**src/rtl/panic_dma_rx_ring_pkg.sv**
```systemverilog
`default_nettype none
// +--------------------------------------------------------------------+
// | panic_dma_rx_ring_pkg                                              |
// | Shared defaults, FSM state encoding and helpers for the rx ring.   |
// | Rev 1.0 - initial release                                          |
// +--------------------------------------------------------------------+
package panic_dma_rx_ring_pkg;

  localparam int PANIC_DMA_RING_AXIS_DATA_WIDTH = 512;
  localparam int PANIC_DMA_RING_AXIS_KEEP_WIDTH = 64;
  localparam int PANIC_DMA_RING_ADDR_WIDTH      = 64;
  localparam int PANIC_DMA_RING_LEN_WIDTH       = 16;
  localparam int PANIC_DMA_RING_TAG_WIDTH       = 8;
  localparam int PANIC_DMA_RING_RING_LOG        = 6;
  localparam int PANIC_DMA_RING_SLOT_LOG        = 11;

  // Packet-path FSM: wait for packet, issue descriptor, stream, discard overflow
  typedef enum logic [1:0] {
    ST_IDLE = 2'd0,
    ST_DESC = 2'd1,
    ST_DATA = 2'd2,
    ST_DROP = 2'd3
  } ring_state_e;

  // Increment that sticks at all-ones instead of wrapping
  function automatic logic [31:0] sat_inc32(input logic [31:0] v);
    return (v == 32'hFFFF_FFFF) ? v : v + 32'd1;
  endfunction

endpackage
`default_nettype wire

```
**src/rtl/panic_dma_rx_ring_keep_popcount.sv**
```systemverilog
`default_nettype none
// +--------------------------------------------------------------------+
// | panic_dma_rx_ring_keep_popcount                                    |
// | Counts set tkeep bits, i.e. valid bytes in one stream beat.        |
// | Rev 1.0 - initial release                                          |
// +--------------------------------------------------------------------+
module panic_dma_rx_ring_keep_popcount #(
  parameter int KEEP_WIDTH = 64,
  parameter int CNT_WIDTH  = $clog2(KEEP_WIDTH) + 1
) (
  input  logic [KEEP_WIDTH-1:0] keep_i,
  output logic [CNT_WIDTH-1:0]  cnt_o
);

  // Plain adder chain; synthesis rebalances it into a tree
  always_comb begin
    cnt_o = '0;
    for (int i = 0; i < KEEP_WIDTH; i++) begin
      cnt_o = cnt_o + CNT_WIDTH'(keep_i[i]);
    end
  end

endmodule
`default_nettype wire

```
**src/rtl/panic_dma_rx_ring.sv**
```systemverilog
`default_nettype none
// +--------------------------------------------------------------------+
// | panic_dma_rx_ring                                                  |
// | Maps rx packets onto host ring slots: one DMA write descriptor per |
// | packet, payload passthrough with slot-size truncation, in-order    |
// | completions from DMA write status.                                 |
// | Rev 1.0 - initial release                                          |
// +--------------------------------------------------------------------+
module panic_dma_rx_ring
  import panic_dma_rx_ring_pkg::*;
#(
  parameter int AXIS_DATA_WIDTH = PANIC_DMA_RING_AXIS_DATA_WIDTH,
  parameter int AXIS_KEEP_WIDTH = PANIC_DMA_RING_AXIS_KEEP_WIDTH,
  parameter int DMA_ADDR_WIDTH  = PANIC_DMA_RING_ADDR_WIDTH,
  parameter int LEN_WIDTH       = PANIC_DMA_RING_LEN_WIDTH,
  parameter int TAG_WIDTH       = PANIC_DMA_RING_TAG_WIDTH,
  parameter int RING_LOG        = PANIC_DMA_RING_RING_LOG,
  parameter int SLOT_LOG        = PANIC_DMA_RING_SLOT_LOG
) (
  input  logic                       clk,
  input  logic                       rst,
  input  logic [AXIS_DATA_WIDTH-1:0] s_rx_axis_tdata_i,
  input  logic [AXIS_KEEP_WIDTH-1:0] s_rx_axis_tkeep_i,
  input  logic                       s_rx_axis_tvalid_i,
  input  logic                       s_rx_axis_tlast_i,
  output logic                       s_rx_axis_tready_o,
  input  logic [DMA_ADDR_WIDTH-1:0]  cfg_ring_base_i,
  input  logic [RING_LOG:0]          host_tail_ptr_i,
  output logic [DMA_ADDR_WIDTH-1:0]  m_wr_desc_addr_o,
  output logic [LEN_WIDTH-1:0]       m_wr_desc_len_o,
  output logic [TAG_WIDTH-1:0]       m_wr_desc_tag_o,
  output logic                       m_wr_desc_valid_o,
  input  logic                       m_wr_desc_ready_i,
  output logic [AXIS_DATA_WIDTH-1:0] m_wr_data_tdata_o,
  output logic [AXIS_KEEP_WIDTH-1:0] m_wr_data_tkeep_o,
  output logic                       m_wr_data_tvalid_o,
  output logic                       m_wr_data_tlast_o,
  input  logic                       m_wr_data_tready_i,
  input  logic [TAG_WIDTH-1:0]       s_wr_status_tag_i,
  input  logic [LEN_WIDTH-1:0]       s_wr_status_len_i,
  input  logic                       s_wr_status_valid_i,
  output logic                       cpl_valid_o,
  output logic [RING_LOG-1:0]        cpl_slot_o,
  output logic [LEN_WIDTH-1:0]       cpl_len_o,
  output logic [RING_LOG:0]          prod_ptr_o,
  output logic [RING_LOG:0]          cons_ptr_o,
  output logic [31:0]                trunc_count_o
);

  localparam int KCNT_WIDTH = $clog2(AXIS_KEEP_WIDTH) + 1;
  localparam int PTR_WIDTH  = RING_LOG + 1;
  localparam int BCNT_WIDTH = SLOT_LOG + 1;
  localparam logic [BCNT_WIDTH-1:0] SLOT_BYTES = BCNT_WIDTH'(1) << SLOT_LOG;
  localparam logic [LEN_WIDTH-1:0]  SLOT_LEN   = LEN_WIDTH'(1) << SLOT_LOG;

  ring_state_e               state_q, state_d;
  logic [PTR_WIDTH-1:0]      prod_ptr_q, cons_ptr_q;
  logic [BCNT_WIDTH-1:0]     byte_cnt_q;
  logic [DMA_ADDR_WIDTH-1:0] desc_addr_q;
  logic [TAG_WIDTH-1:0]      desc_tag_q;
  logic [LEN_WIDTH-1:0]      desc_len_q;
  logic [31:0]               trunc_q;
  logic                      cpl_valid_q;
  logic [RING_LOG-1:0]       cpl_slot_q;
  logic [LEN_WIDTH-1:0]      cpl_len_q;

  logic [KCNT_WIDTH-1:0]     w_keep_cnt;
  logic [BCNT_WIDTH-1:0]     w_byte_sum;
  logic [RING_LOG-1:0]       w_prod_idx;
  logic                      w_slot_free;
  logic                      w_issue;
  logic                      w_desc_fire;
  logic                      w_data_beat;
  logic                      w_fill;

  panic_dma_rx_ring_keep_popcount #(
    .KEEP_WIDTH (AXIS_KEEP_WIDTH),
    .CNT_WIDTH  (KCNT_WIDTH)
  ) u_keep_popcount (
    .keep_i (s_rx_axis_tkeep_i),
    .cnt_o  (w_keep_cnt)
  );

  // Equal pointers (including wrap bit) mean the host has granted no free slot
  assign w_slot_free = (prod_ptr_q != host_tail_ptr_i);
  assign w_prod_idx  = RING_LOG'(prod_ptr_q);
  assign w_issue     = (state_q == ST_IDLE) && s_rx_axis_tvalid_i && w_slot_free;
  assign w_desc_fire = (state_q == ST_DESC) && m_wr_desc_ready_i;
  assign w_data_beat = (state_q == ST_DATA) && s_rx_axis_tvalid_i && m_wr_data_tready_i;
  assign w_byte_sum  = byte_cnt_q + BCNT_WIDTH'(w_keep_cnt);
  // Slot is full once this beat lands; a later s tlast is then beyond the slot
  assign w_fill      = (w_byte_sum >= SLOT_BYTES);

  // FSM state register
  always_ff @(posedge clk) begin
    if (rst) state_q <= ST_IDLE;
    else     state_q <= state_d;
  end

  // FSM next-state: a tlast beat that exactly fills the slot ends normally
  always_comb begin
    state_d = state_q;
    case (state_q)
      ST_IDLE: if (w_issue) state_d = ST_DESC;
      ST_DESC: if (m_wr_desc_ready_i) state_d = ST_DATA;
      ST_DATA: begin
        if (w_data_beat) begin
          if (s_rx_axis_tlast_i) state_d = ST_IDLE;
          else if (w_fill)       state_d = ST_DROP;
        end
      end
      ST_DROP: if (s_rx_axis_tvalid_i && s_rx_axis_tlast_i) state_d = ST_IDLE;
      default: state_d = ST_IDLE;
    endcase
  end

  // FSM outputs: zero-latency payload passthrough in DATA, sink-everything in DROP
  always_comb begin
    s_rx_axis_tready_o = 1'b0;
    m_wr_data_tvalid_o = 1'b0;
    m_wr_data_tlast_o  = 1'b0;
    m_wr_data_tdata_o  = '0;
    m_wr_data_tkeep_o  = '0;
    case (state_q)
      ST_DATA: begin
        s_rx_axis_tready_o = m_wr_data_tready_i;
        m_wr_data_tvalid_o = s_rx_axis_tvalid_i;
        m_wr_data_tdata_o  = s_rx_axis_tdata_i;
        m_wr_data_tkeep_o  = s_rx_axis_tkeep_i;
        m_wr_data_tlast_o  = s_rx_axis_tlast_i | w_fill;
      end
      ST_DROP: s_rx_axis_tready_o = 1'b1;
      default: ;
    endcase
  end

  // Descriptor fields latched at issue; producer advances on descriptor handshake
  always_ff @(posedge clk) begin
    if (rst) begin
      desc_addr_q <= '0;
      desc_tag_q  <= '0;
      desc_len_q  <= '0;
      prod_ptr_q  <= '0;
    end else begin
      if (w_issue) begin
        desc_addr_q <= cfg_ring_base_i + (DMA_ADDR_WIDTH'(w_prod_idx) << SLOT_LOG);
        desc_tag_q  <= TAG_WIDTH'(w_prod_idx);
        desc_len_q  <= SLOT_LEN;
      end
      if (w_desc_fire) prod_ptr_q <= prod_ptr_q + PTR_WIDTH'(1);
    end
  end

  // Byte accounting within the current slot and truncated-packet counter
  always_ff @(posedge clk) begin
    if (rst) begin
      byte_cnt_q <= '0;
      trunc_q    <= '0;
    end else begin
      if (w_desc_fire)      byte_cnt_q <= '0;
      else if (w_data_beat) byte_cnt_q <= w_byte_sum;
      if ((state_q == ST_DROP) && s_rx_axis_tvalid_i && s_rx_axis_tlast_i)
        trunc_q <= sat_inc32(trunc_q);
    end
  end

  // Completion pulse one cycle after each write status; consumer follows statuses
  always_ff @(posedge clk) begin
    if (rst) begin
      cpl_valid_q <= 1'b0;
      cpl_slot_q  <= '0;
      cpl_len_q   <= '0;
      cons_ptr_q  <= '0;
    end else begin
      cpl_valid_q <= s_wr_status_valid_i;
      if (s_wr_status_valid_i) begin
        cpl_slot_q <= RING_LOG'(s_wr_status_tag_i);
        cpl_len_q  <= s_wr_status_len_i;
        cons_ptr_q <= cons_ptr_q + PTR_WIDTH'(1);
      end
    end
  end

  assign m_wr_desc_valid_o = (state_q == ST_DESC);
  assign m_wr_desc_addr_o  = desc_addr_q;
  assign m_wr_desc_len_o   = desc_len_q;
  assign m_wr_desc_tag_o   = desc_tag_q;
  assign cpl_valid_o       = cpl_valid_q;
  assign cpl_slot_o        = cpl_slot_q;
  assign cpl_len_o         = cpl_len_q;
  assign prod_ptr_o        = prod_ptr_q;
  assign cons_ptr_o        = cons_ptr_q;
  assign trunc_count_o     = trunc_q;

endmodule
`default_nettype wire

```
**config.mk**
```make
export PLATFORM = sky130hd
export DESIGN_NAME = panic_dma_rx_ring
export DESIGN_NICKNAME = d
export VERILOG_FILES = /design/src/rtl/panic_dma_rx_ring_pkg.sv /design/src/rtl/panic_dma_rx_ring_keep_popcount.sv /design/src/rtl/panic_dma_rx_ring.sv
export SDC_FILE = /design/constraint.sdc
export NUM_CORES = 1
export LEC_CHECK = 0
export CAP_MARGIN = 20
export CORE_AREA = 2 2 549 551
export DETAILED_ROUTE_END_ITERATION = 8
export DIE_AREA = 0 0 551 553
export HOLD_SLACK_MARGIN = 0.08
export PLACE_DENSITY = 0.3
export SLEW_MARGIN = 5
export SYNTH_ARGS = -nofsm -noshare
export SYNTH_HDL_FRONTEND = slang
export SYNTH_SLANG_ARGS = --single-unit
```
**constraint.sdc**
```tcl
create_clock -name clk -period 12.8 [get_ports clk]
set_clock_uncertainty 0.15 [all_clocks]
set_input_delay 1.28 -clock clk [delete_from_list [all_inputs] [get_ports clk]]
set_output_delay 1.28 -clock clk [all_outputs]
set_load 0.02 [all_outputs]
```
==> results.md, run 1 <==
- Startpoint Class: input pin
- Data required, critical path: 11.37 ns
- #FFs+latches synth: 154
- Share of layout cells above drive strength 1: 0.0303
- Post-Route Setup TNS: 0 ns
- Hold Buf Count CTS: 0
- Post-Place Cells: 6,952
- FMAX: 0.0888 GHz
- PD cells: 130 nW/um^2
- Starting Density: 0.0439
- Crit Path Category: in2out
- Ys async rst share: 0
- Post_cts resized: 0
- Worst Path Arrival: 9.83 ns
- Sequential area share after synthesis: 0.235
- Part of the cycle the worst path needs: 0.879
- Die Height: 553 um
- Count of cell types in the netlist: 50
- Post-synth top flop: dfxtp_1
- Root Driver: clkbuf_16
- Layout Cells excl Fill: 7,073
- EDFF count, synth: 0
- Final ANT Viol Nets: 0
- Port Buffers: 1,395
- Unrepaired setup endpoints after global routing: false
- RePlAce Congestion: 1.02
- Final setup viols: 0
- Residual DRC count: 0
- HP Class: reg2reg
- Worst-path clk slew: 0.06 ns
- Worst skew pair latency: 0.56 ns
- CTS tree: built
- Die X: 551 um
- CTS Sinks: 154
- Vias in the first global route: 18.8k
- MaxCap Viol Count: 0
- Die area: 305,000 um^2
- Mapped Avg Cell Area: 7.76 um^2
- R2r setup slk: 9.15 ns
- CP max-delay cell: clkdlybuf4s50_1
- Fin area: 33,000 um^2
- Max stage delay on crit path: 0.69 ns
- I/O pin count: 1,415
- Crit path top cell by count: fa_1
- Dpl cell area: 31,700 um^2
- Area grow syn2layout: 152%
- H-tree levels: 4
- Final Max Slew Viols: 0
- Pleak: 11.2 nW
- Nets: 3,803
- Cells after Synth: 1,691
- Avg WL per Cell: 38.2 um
- GRT Util Overall: 0.172
- Std-Cell Core Area: 299,000 um^2
- Status: finished clean
- Initial antenna violation count: 254
- Via density: 2.68
- Worst vdd ir: 0.390 mV
- Critical Path Sink Type: output pin
- Pin count of the biggest net entering global routing: 172
- Fillcell total: 34.6k
- Vias: 18.9k
- Cell area after synthesis: 13,100 um^2
- Post-DP HPWL: 250,000 um
- Detailed Route WL: 270,000 um
- Num CTS Buffers: 25
- Post-CTS Setup Bufs: 0
- 1st-pass router iterations: 5
- Total gr overflow: 0
- Yosys Warn Count: 0
- Minimum clock period after layout: 11.26 ns
- Final Hold Vio Count: 0
- Worst Tran Pin Value: 1.26 ns
- Worst Path Max Fanout: 4
- DRT iter0 DRCs: 949
- Clock Path Buffers: 3
- Row count: 201
- Relative slew slack: 0.158
- First-pass GRT wire length: 313,000 um
## cell type report
cell class	instances	area [um^2]	area share
Multi-Input combinational cell	1317	9170	0.278
Tap cell	3958	4950	0.150
Antenna cell	74	185	0.00561
Clock buffer	29	671	0.0203
Timing Repair Buffer	1430	14500	0.439
Clock inverter	2	37.5	0.00114
Inverter	109	409	0.0124
Sequential cell	154	3080	0.0935
## where the power goes
part | switching, mW | leakage, nW | internal [mW]
Combinational | 1.70 | 9.58 | 1.41
Sequential | 0.0180 | 1.26 | 0.509
Clock | 0.279 | 0.346 | 0.386
## logic make-up (layout without fill, tap and decap cells)
logic type               count (synthesis)  after routing  share of synthesized area
adder cells (fa/ha/maj)                 88             88                      0.116
flip-flops                             154            154                      0.235
buffers and inverters                  236           1570                     0.0729
AND/OR/NAND/NOR                        946            946                      0.412
multiplexers                            46             46                     0.0351
XOR/XNOR                               102            102                     0.0681
other                                    1             91                   0.000286
AO/OA/AOI/OAI                          118            118                     0.0610
## state kept, by name, indices dropped and copies added (netlist names)
| signal | flops |
|---|---|
| cpl_slot_o | 6 |
| cpl_len_o | 16 |
| m_wr_desc_len_o | 1 |
| m_wr_desc_addr_o | 64 |
| cpl_valid_o | 1 |
| state_q | 2 |
| prod_ptr_o | 7 |
| trunc_count_o | 32 |
| m_wr_desc_tag_o | 6 |
| cons_ptr_o | 7 |
| byte_cnt_q | 12 |
## path summary, 6_finish.rpt
path | cells past startpoint | end | from
max | 29 | m_wr_data_tlast_o | s_rx_axis_tkeep_i[48]
min | 2 | byte_cnt_q[4] | byte_cnt_q[4]
max reg2reg | 11 | m_wr_desc_addr_o[63] | prod_ptr_o[0]
min reg2reg | 2 | byte_cnt_q[4] | byte_cnt_q[4]
## cells in the mapped netlist (14+ instances only)
master      n  area (um^2)
nand2_1    39          146
clkbuf_1  100          375
xnor2_1    51          447
dfxtp_1   154         3080
nand3_1    32          160
or3_1      14         87.6
nor2_1    163          612
xor2_1     51          447
nand4_1    28          175
nor3_1     59          295
a211oi_1   50          375
ha_1       32          400
a21oi_1    24          120
inv_1     108          405
o21ai_0    20          100
and4_1     16          140
and2_1    543         3400
and3_1     14         87.6
mux2i_1    46          460
buf_4      17          128
fa_1       56         1120
## metrics by stage
step	worst slack [ns]	utilization	hold slack, ns	power [mW]
finish	1.54	0.110	0.312	4.30
global placement	1.43	0.106	0.306	3.67
floorplan	3.57	-	0.286	2.58
CTS	1.45	0.109	0.316	4.39
detailed placement	1.48	0.106	0.307	3.67
global route	1.16	0.110	0.332	4.73
## placed cells by master, fill, tap and decap left out, types with 14 or more instances in the layout
cell / instances
ha_1: 32
nor3_1: 58
inv_1: 108
clkbuf_16: 25
nand2_1: 39
o21ai_0: 19
dfxtp_1: 153
nand3_1: 32
buf_4: 23
clkdlybuf4s50_1: 1388
fa_1: 56
mux2i_1: 46
conb_1: 17
and3_1: 14
and2_1: 543
diode_2: 74
a211oi_1: 49
nand4_1: 28
xnor2_1: 51
nor2_1: 163
and4_1: 16
or3_1: 14
xor2_1: 51
a21oi_1: 24
## critical path, delay by kind of cell
kind / cells / cell delay, ns
compound gates: 6 / 1.00
xor+xnor: 2 / 0.53
fa+ha+maj: 10 / 4.70
buf+inv: 8 / 1.88
simple gates: 3 / 0.39
## layer usage
layer / global-route usage / share of wire
met5: 0 / 0.0020
met4: 0.0426 / 0.030
met3: 0.106 / 0.14
met2: 0.285 / 0.46
met1: 0.181 / 0.37
Note: power is estimated with default switching activity, not from simulation.
==> run 2: changes to the inputs <==
--- a/config.mk
+++ b/config.mk
@@ -10,8 +10,8 @@
 export DETAILED_ROUTE_END_ITERATION = 8
 export DIE_AREA = 0 0 551 553
 export HOLD_SLACK_MARGIN = 0.08
-export PLACE_DENSITY = 0.3
-export SLEW_MARGIN = 5
+export PLACE_DENSITY = 0.33
+export SLEW_MARGIN = 20
 export SYNTH_ARGS = -nofsm -noshare
 export SYNTH_HDL_FRONTEND = slang
 export SYNTH_SLANG_ARGS = --single-unit
==> run 2 against run 1 <==
Sequential share of layout area increased by 0.12 points. Global-route usage is 0.71 points higher. Utilization decreased by 0.13 points. Critical path depth decreased by 1. Routed wire length up 3.7%. Via count rose by 0.84%. Sequential power hardly changed. Clock power down 7.7%. First-iteration DRC count is 17% higher. Critical path type unchanged. Non-clock buffer count shrank 18. Die area stayed put.
==> results.md, run 2 (synthesis gave the netlist of run 1 again) <==
- Part of the cycle the worst path needs: 0.852 (-0.0271)
- Worst vdd ir: 0.379 mV (-2.8%)
- Row count: 201 (unchanged)
- Detailed Route WL: 280,000 um (+3.7%)
- Most frequent cells in the layout: 1,393 x clkdlybuf4s50_1, 543 x and2_1, 163 x nor2_1, 153 x dfxtp_1, 108 x inv_1
- HP Class: reg2reg
- R2r endpoint: m_wr_desc_addr_o[33]
- I/O pin count: 1,415 (unchanged)
- Nets: 3,777 (-0.68%)
- Die X: 551 um (unchanged)
- Root Driver: clkbuf_16
- Fillcell total: 34.7k (+0.30%)
- Final Max Slew Viols: 0 (unchanged)
- Final setup viols: 0 (unchanged)
- Max reg flops: 64 (unchanged)
- Area grow syn2layout: 149%
- PD cells: 130 nW/um^2 (about the same)
- Total gr overflow: 0 (unchanged)
- Critical Path Sink Type: output pin
- Pin count of the biggest net entering global routing: 229 (+33%)
- CTS tree: built
- CP startpoint: s_rx_axis_tkeep_i[1]
- GRT Util Overall: 0.179 (+0.00706)
- Vias: 19.1k (+0.84%)
- Starting Density: 0.0439 (unchanged)
- First-pass GRT wire length: 323,000 um (+3.2%)
- Worst Path Max Fanout: 5 (+1)
- R2r startpoint: prod_ptr_o[0]
- FMAX: 0.0917 GHz (+3.2%)
- Final Hold Vio Count: 0 (unchanged)
- Worst skew pair latency: 0.52 ns (-0.04 ns)
- H-tree levels: 4 (unchanged)
- DRT iter0 DRCs: 1,113 (+17%)
- Clock Path Buffers: 2 (-1)
- Vias in the first global route: 18.6k (-1.3%)
- Post-CTS Setup Bufs: 0 (unchanged)
- Residual DRC count: 0 (unchanged)
- MaxCap Viol Count: 0 (unchanged)
- RePlAce Congestion: 1.07 (+5.2%)
- Die area: 305,000 um^2 (unchanged)
- R2r setup slk: 8.98 ns (-0.17 ns)
- 1st-pass router iterations: 4 (-1)
- Dpl cell area: 31,700 um^2 (about the same)
- Die Height: 553 um (unchanged)
- Data required, critical path: 11.37 ns (about the same)
- Minimum clock period after layout: 10.91 ns (-0.347 ns)
- Pleak: 11.0 nW (-1.8%)
- CTS Sinks: 154 (unchanged)
- Crit Path Category: in2out
- Status: finished clean
- Std-Cell Core Area: 299,000 um^2 (unchanged)
- Initial antenna violation count: 356 (+40%)
- Via density: 2.70 (+0.93%)
- Area of the multi-input gates: 9170 um^2 (about the same)
- Avg WL per Cell: 39.6 um (+3.8%)
- Post-Route Setup TNS: 0 ns (unchanged)
- Worst Path Arrival: 9.48 ns (-0.35 ns)
- Fin area: 32,600 um^2 (-1.2%)
- Worst Tran Pin Value: 1.09 ns (-0.164 ns)
- Worst-path clk slew: 0.07 ns (about the same)
- Num CTS Buffers: 17 (-32%)
- Most common cell after layout, fill and taps aside: clkdlybuf4s50_1
- Startpoint Class: input pin
- Worst R2R Path Depth: 9 (-2)
- Port Buffers: 1,395 (unchanged)
- Relative slew slack: 0.268 (+0.110)
- Storage element area: 3080 um^2 (unchanged)
- Layout Cells excl Fill: 7,067 (-0.085%)
- Hold Buf Count CTS: 0 (unchanged)
- Post_cts resized: 0 (unchanged)
- Crit path capture: m_wr_data_tlast_o
- Final ANT Viol Nets: 0 (unchanged)
- Post-DP HPWL: 262,000 um (+4.4%)
- Post-Place Cells: 6,948 (-0.058%)
- Unrepaired setup endpoints after global routing: false
- Share of layout cells above drive strength 1: 0.0231 (-0.00711)
run 2: critical path, cell delays in order:
cell and delay [ns]:
clkdlybuf4s50_1 0.43, ha_1 0.29, inv_1 0.05, fa_1 0.54, fa_1 0.42, inv_1 0.08
fa_1 0.45, fa_1 0.54, fa_1 0.55, fa_1 0.53, fa_1 0.55, inv_1 0.06
fa_1 0.58, inv_1 0.06, ha_1 0.28, nor2b_1 0.12, o21ai_0 0.15, nand2b_1 0.11
a21o_1 0.19, a21oi_1 0.17, xnor2_1 0.11, ha_1 0.24, nor3_1 0.35, o211ai_1 0.19
nand4_1 0.15, xnor2_1 0.18, o21a_1 0.15, clkdlybuf4s50_1 0.66
run 2: report_power, final:
group / internal (mW) / switching (mW)
logic: 1.40 / 1.70
registers: 0.509 / 0.0205
clock network: 0.351 / 0.263
total: 2.26 / 1.99
run 2: worst min path at each step:
stage	depth (start not counted)	slack [ns]	start	end
6_report	2	0.32	byte_cnt_q[4]	byte_cnt_q[4]
5_1_grt	2	0.35	byte_cnt_q[0]	byte_cnt_q[0]
4_1_cts	2	0.32	byte_cnt_q[0]	byte_cnt_q[0]
3_5_place_dp	2	0.31	byte_cnt_q[4]	byte_cnt_q[4]
3_3_place_gp	2	0.30	byte_cnt_q[4]	byte_cnt_q[4]
2_1_floorplan	2	0.29	byte_cnt_q[5]	byte_cnt_q[5]
run 2: area by class of cell:
class	instances	share of cell area
multi-input cells	1317	0.281
flip-flops and latches	154	0.0946
clock inverters	14	0.00710
inverters	109	0.0126
well taps	3958	0.152
diodes	85	0.00653
repair buffers	1412	0.433
clock buffers	18	0.0132
run 2: through the flow:
| step | util | setup slack, ns | hold WS (ns) | power (mW) |
|---|---|---|---|---|
| 2_1_floorplan | - | 3.57 | 0.286 | 2.58 |
| 5_1_grt | 0.109 | 1.32 | 0.347 | 4.68 |
| 3_5_place_dp | 0.106 | 1.80 | 0.306 | 3.65 |
| 3_3_place_gp | 0.106 | 1.82 | 0.300 | 3.68 |
| 6_report | 0.109 | 1.89 | 0.316 | 4.25 |
| 4_1_cts | 0.108 | 1.78 | 0.317 | 4.32 |
run 2: routing by layer:
metal	wire length (um)	GRT usage
met2	130000	0.298
met5	1120	0
met1	93900	0.177
met3	44600	0.123
met4	10800	0.0537
==> run 3: changes to the inputs <==
--- a/config.mk
+++ b/config.mk
@@ -15,3 +15,4 @@
 export SYNTH_ARGS = -nofsm -noshare
 export SYNTH_HDL_FRONTEND = slang
 export SYNTH_SLANG_ARGS = --single-unit
+export TNS_END_PERCENT = 5
==> results of run 3 <==
The final DEF is identical to that of run 2; final timing and power are the same.
